==> src/rtl/dmem_arbiter.sv <==
// Two-port arbiter in front of the single-port synchronous data memory.
// Define DMEM_ARB_RR_EN for round-robin ties; default is fixed priority (port 0).
module dmem_arbiter #(
  parameter int unsigned DEPTH = 256
) (
  input  logic        clk_i,
  input  logic        rst_i,
  input  logic        m0_req_i,
  input  logic        m0_wr_i,
  input  logic [31:0] m0_addr_i,
  input  logic [31:0] m0_data_i,
  output logic        m0_gnt_o,
  output logic        m0_rvalid_o,
  output logic        m0_err_o,
  output logic [31:0] m0_data_o,
  input  logic        m1_req_i,
  input  logic        m1_wr_i,
  input  logic [31:0] m1_addr_i,
  input  logic [31:0] m1_data_i,
  output logic        m1_gnt_o,
  output logic        m1_rvalid_o,
  output logic        m1_err_o,
  output logic [31:0] m1_data_o,
  output logic        mem_rd_o,
  output logic        mem_wr_o,
  output logic [31:0] mem_addr_o,
  output logic [31:0] mem_data_o,
  input  logic [31:0] mem_data_i
);

  typedef enum logic {
    IDLE = 1'b0,
    RESP = 1'b1
  } state_t;

  state_t state_q;
  state_t state_d;

  logic owner_q;
  logic owner_d;
  logic is_err_q;
  logic is_err_d;
  logic last_q;
  logic last_d;
  logic init_q;
  logic blk;

  logic [1:0]  req;
  logic [1:0]  wr;
  logic [31:0] addr [2];
  logic [31:0] wdata [2];
  logic [31:0] widx [2];
  logic [1:0]  bad;

  logic        tie_win;
  logic        win;

  logic [1:0]  gnt;
  logic [1:0]  rvalid;
  logic [1:0]  err;
  logic [31:0] rdata [2];

  assign req      = {m1_req_i, m0_req_i};
  assign wr       = {m1_wr_i, m0_wr_i};
  assign addr[0]  = m0_addr_i;
  assign addr[1]  = m1_addr_i;
  assign wdata[0] = m0_data_i;
  assign wdata[1] = m1_data_i;

  // Outputs are silenced during reset and the cycle following it.
  assign blk = rst_i | init_q;

  // Word index and legality (alignment and range) per port.
  always_comb begin
    for (int i = 0; i < 2; i++) begin
      widx[i] = {2'b00, addr[i][31:2]};
      bad[i]  = (addr[i][1:0] != 2'b00) || (widx[i] >= 32'(DEPTH));
    end
  end

  // Tie policy: alternate away from the last grant, or always port 0.
  always_comb begin
`ifdef DMEM_ARB_RR_EN
    tie_win = ~last_q;
`else
    tie_win = 1'b0;
`endif
  end

  // Winner selection among the requesting ports.
  always_comb begin
    win = 1'b0;
    unique case (1'b1)
      req[0] && req[1]:  win = tie_win;
      req[1] && !req[0]: win = 1'b1;
      default:           win = 1'b0;
    endcase
  end

  // State and bookkeeping registers.
  always_ff @(posedge clk_i) begin
    if (rst_i) begin
      state_q  <= IDLE;
      owner_q  <= 1'b0;
      is_err_q <= 1'b0;
      last_q   <= 1'b1;
      init_q   <= 1'b1;
    end else begin
      state_q  <= state_d;
      owner_q  <= owner_d;
      is_err_q <= is_err_d;
      last_q   <= last_d;
      init_q   <= 1'b0;
    end
  end

  // Next state, grants, memory strobes and response pulses.
  always_comb begin
    state_d    = state_q;
    owner_d    = owner_q;
    is_err_d   = is_err_q;
    last_d     = last_q;
    gnt        = 2'b00;
    rvalid     = 2'b00;
    err        = 2'b00;
    rdata[0]   = 32'h0;
    rdata[1]   = 32'h0;
    mem_rd_o   = 1'b0;
    mem_wr_o   = 1'b0;
    mem_addr_o = 32'h0;
    mem_data_o = 32'h0;
    if (!blk) begin
      unique case (state_q)
        IDLE: begin
          if (|req) begin
            gnt[win] = 1'b1;
            last_d   = win;
            if (bad[win]) begin
              state_d  = RESP;
              owner_d  = win;
              is_err_d = 1'b1;
            end else if (wr[win]) begin
              mem_wr_o   = 1'b1;
              mem_addr_o = widx[win];
              mem_data_o = wdata[win];
            end else begin
              mem_rd_o   = 1'b1;
              mem_addr_o = widx[win];
              state_d    = RESP;
              owner_d    = win;
              is_err_d   = 1'b0;
            end
          end
        end
        RESP: begin
          state_d = IDLE;
          if (is_err_q) begin
            err[owner_q] = 1'b1;
          end else begin
            rvalid[owner_q] = 1'b1;
            rdata[owner_q]  = mem_data_i;
          end
        end
        default: state_d = IDLE;
      endcase
    end
  end

  assign m0_gnt_o    = gnt[0];
  assign m1_gnt_o    = gnt[1];
  assign m0_rvalid_o = rvalid[0];
  assign m1_rvalid_o = rvalid[1];
  assign m0_err_o    = err[0];
  assign m1_err_o    = err[1];
  assign m0_data_o   = rdata[0];
  assign m1_data_o   = rdata[1];

endmodule

==> config.mk <==
export PLATFORM = sky130hd
export DESIGN_NAME = dmem_arbiter
export DESIGN_NICKNAME = d
export VERILOG_FILES = /design/src/rtl/dmem_arbiter.sv
export SDC_FILE = /design/constraint.sdc
export NUM_CORES = 1
export LEC_CHECK = 0
export ABC_CLOCK_PERIOD_IN_PS = 1600
export BUFFER_PORTS_ARGS = -buffer_cell sky130_fd_sc_hd__buf_2
export CAP_MARGIN = 10
export CORE_AREA = 2 2 119 121
export CTS_CLUSTER_DIAMETER = 60
export DETAILED_ROUTE_END_ITERATION = 12
export DIE_AREA = 0 0 121 123
export GPL_TIMING_DRIVEN = 0
export MAX_ROUTING_LAYER = met4
export SYNTH_ARGS = -nofsm -noshare
export SYNTH_HDL_FRONTEND = slang
export SYNTH_SLANG_ARGS = --single-unit
==> constraint.sdc <==
create_clock -name clk_i -period 1.6 [get_ports clk_i]
set_clock_uncertainty 0.15 [all_clocks]
set_input_delay 0.08 -clock clk_i [delete_from_list [all_inputs] [get_ports clk_i]]
set_output_delay 0.08 -clock clk_i [all_outputs]
set_load 0.02 [all_outputs]
==> out/results.tsv <==
stage	metric	value	unit
global_route	gr usage total	11.8	%
floorplan	Core Rows	43	
detailed_routing	met1 WL	4230	um
detailed_routing	met3 routed WL	579	um
detailed_routing	routed len/inst	13.9	um
floorplan	Die Height	123	um
power	total power draw	1.07	mW
global_route	vias in the first global route	2770	
timing	final slew viol count	0	
min_path	hold path depth	3	
timing	final critical-path required period	1920	ps
timing	unrepaired setup endpoints after global routing	yes	
detailed_routing	vias	3048	
yosys	Cell variety after synth	27	
layout	fill count	1460	
worst_setup_path	CP Cell Sequence	buf_6 -> nor4_4 -> nand4_1 -> o22ai_4 -> buf_4 -> nand2b_1 -> buf_6 -> nor3b_2 -> buf_4	
power	part of the power in registers	10.7	%
timing	final setup vio count	108	
detailed_routing	met2 wire length	6060	um
worst_setup_path	Crit Path Max Fanout	10	
worst_setup_path	r2r startpoint	init_q$_DFF_P_	
placed_design	port buffer count	277	
worst_setup_path	Worst Path Arrival	1690	ps
global_route	initial antenna violation count	1	
detailed_routing	DR DRC count	0	
power	Clk pwr share	36.3	%
power	peak supply drop	432	uV
layout	final net count	772	
detailed_routing	via/cell ratio	3.88	
detailed_routing	drt first pass iters	4	
timing	crit share post-route	120	%
floorplan	DIE AREA	0.0149	mm2
detailed_routing	max layer used	met4	
worst_setup_path	Max stage delay on crit path	320	ps
detailed_routing	post-route ant nets	0	
power	static leakage	2.49	nW
status	failing checks	setup timing	
floorplan	IO Count	302	
status	status	finished, violations left	
yosys	Seq cells post-synth	4	
yosys	synth warn	0	
worst_setup_path	Worst EP required	1370	ps
clock_tree	CTS tree	done	
yosys	Mapped Cells	276	
detailed_routing	first-iteration detailed-routing DRC count	68	
power	pwr dens	225	mW/mm2
clock_tree	Root Buffer Master	clkbuf_16	
job	MaxCap Viol Count	0	
global_route	first-pass GRT wire length	13700	um
yosys	Avg Inst Size Synth	6.01	um2
placed_design	DP HPWL	7780	um
power	combinational power share	52.9	%
placed_design	GPL Wtd Cong	0.792	
min_path	class of the worst hold path	in -> reg	
power	NetSw	367	uW
worst_setup_path	Worst Setup End Kind	primary output	
timing	Setup WS post-layout	-322	ps
worst_setup_path	R2R Setup Slk	250	ps
floorplan	Floorplan Core Area	0.0136	mm2
worst_setup_path	slowest CP cell	nor4_4	
layout	ratio of cells with drive above 1 in the final layout	75.0	%
detailed_routing	final WL	10900	um
worst_setup_path	crit start category	input port	
yosys	sequential-to-total area share from yosys stat	4.83	%
clock_tree	Worst-path clk slew	30	ps
global_route	largest net degree at the start of global routing	11	
clock_tree	CTS max path bufs	2	
floorplan	initial core utilization	12.2	%
clock_tree	CTS H-tree lvls	1	
timing	fmax	520	MHz
min_path	HP Start	rst_i	
worst_setup_path	CP Class	in -> out	
clock_tree	CTS Buf Count	3	
yosys	Post-Syn Area	0.00166	mm2
worst_setup_path	Worst R2R End	owner_q$_SDFFE_PP0P_	
floorplan	die width	121	um
power	Sw Share	34.2	%
global_route	grt total ovfl	0	
layout	synth-to-layout area growth	188	%
timing	final hold violations	0	
clock_tree	clock latency on the worst-skew pair	220	ps
min_path	worst hold endpoint	owner_q$_SDFFE_PP0P_	
power	Int Power	706	uW
timing	worst hold slack	66.7	ps
worst_setup_path	worst-case reg-to-reg path depth	4	
clock_tree	Sink Count	4	
-- critical path, delay by kind of cell --
family	cells	cell delay [ps]
AO/OA/AOI/OAI	1	250
buffers and inverters	4	570
AND/OR/NAND/NOR	4	780
-- synth_stat cells (all sizes together) --
cell type | count | area, um2
mux2i | 1 | 10.0
a21o | 1 | 7.51
a32o | 1 | 10.0
nand3 | 3 | 15.0
nand3b | 1 | 20.0
nor2b | 1 | 6.26
nor4 | 12 | 75.1
a21oi | 40 | 309
and2 | 66 | 413
nand2 | 81 | 304
nor2 | 5 | 18.8
mux2 | 1 | 15.0
dfxtp | 4 | 80.1
nor3 | 3 | 15.0
o22ai | 1 | 12.5
conb | 1 | 3.75
clkbuf | 13 | 48.8
nand2b | 2 | 12.5
inv | 3 | 11.3
o21ai | 2 | 10.0
nand4 | 2 | 12.5
o21a | 1 | 7.51
buf | 30 | 229
nor3b | 1 | 12.5
-- final cells by class --
cell class | instances | area [um2] | area share [%]
repair buffers | 303 | 2310 | 48.5
multi-input cells | 249 | 1690 | 35.4
diodes | 1 | 2.50 | 0.0525
clock buffers | 3 | 75.1 | 1.57
well taps | 180 | 225 | 4.72
flip-flops and latches | 4 | 85.1 | 1.78
plain buffers | 42 | 370 | 7.76
inverters | 3 | 11.3 | 0.236
-- per-layer routing --
| layer | track usage (%) | vias to the layer above |
|---|---|---|
| met1 | 14.7 | 1397 |
| met5 | - | - |
| met2 | 21.5 | 131 |
| li1 | - | 1511 |
| met4 | 1.31 | 0 |
| met3 | 0.876 | 9 |
-- flip-flops by register name, indices dropped and copies added, names as in the netlist --
signal    flops
init_q        1
is_err_q      1
owner_q       1
state_q       1
-- through the flow --
step | std cells | util [%] | cell area (um2) | setup slack [ps] | TNS [ps]
3_3_place_gp | 756 | 24.7 | 3360 | -675 | -47780
4_1_cts | 779 | 31.2 | 4250 | -323 | -23780
5_1_grt | 785 | 35.0 | 4770 | -443 | -34450
3_5_place_dp | 756 | 24.7 | 3360 | -635 | -45110
6_report | 785 | 35.0 | 4770 | -322 | -26480
2_1_floorplan | 299 | - | 1750 | -44.8 | -384
-- power groups by stage --
stage / Combinational [mW] / Clock (mW) / Sequential, mW
2_1_floorplan: 0.233 / 0 / 0.111
3_3_place_gp: 0.478 / 0 / 0.113
3_5_place_dp: 0.482 / 0 / 0.113
4_1_cts: 0.526 / 0.400 / 0.115
5_1_grt: 0.618 / 0.401 / 0.116
6_report: 0.568 / 0.390 / 0.115
-- timing repair --
item / in CTS / in global routing
endpoints found under the setup margin: 108 / 111
buffers inserted: 13 / 6
pin swaps: 8 / 22
hold buffers: 1 / 0
cloned: 6 / 3
hold endpoints to repair: 3 / 0
gates resized for setup: 185 / 149
-- cells in the final DEF (no fill, tap or decap), types with 2 or more instances in the layout --
cell	count
nor4_1	8
dfxtp_1	2
buf_2	168
nor3_4	2
nand4_1	2
nor4_2	3
a21oi_1	6
a21oi_2	28
inv_1	3
a21oi_4	6
buf_4	61
buf_8	6
conb_1	24
and2_4	61
nand3_1	3
buf_16	2
and2_1	5
buf_12	4
buf_6	93
clkbuf_16	6
nor2_1	4
nand2_1	80
clkbuf_1	6
-- worst max-delay path by stage --
stage                                    start              to  cells after the start  slack, ps
final                            m0_addr_i[19]  mem_data_o[30]                      9       -320
after global routing             m0_addr_i[19]  mem_data_o[15]                      9       -440
after CTS                        m0_addr_i[19]  mem_data_o[15]                      9       -320
after detailed placement         m0_addr_i[15]   mem_data_o[8]                      8       -640
after global placement           m0_addr_i[15]  mem_data_o[10]                      8       -670
after floorplan           state_q$_SDFFE_PP0P_   mem_addr_o[0]                      5        -40
-- cells by family (layout without fill, tap and decap cells) --
family / count (synthesis) / in the layout / share of synthesized area, %
AO/OA/AOI/OAI: 46 / 46 / 21.5
other: 1 / 25 / 0.226
AND/OR/NAND/NOR: 177 / 177 / 54.5
multiplexers: 2 / 2 / 1.51
buffers and inverters: 46 / 351 / 17.4
flip-flops: 4 / 4 / 4.83
Power figures use the tool's default switching activity.
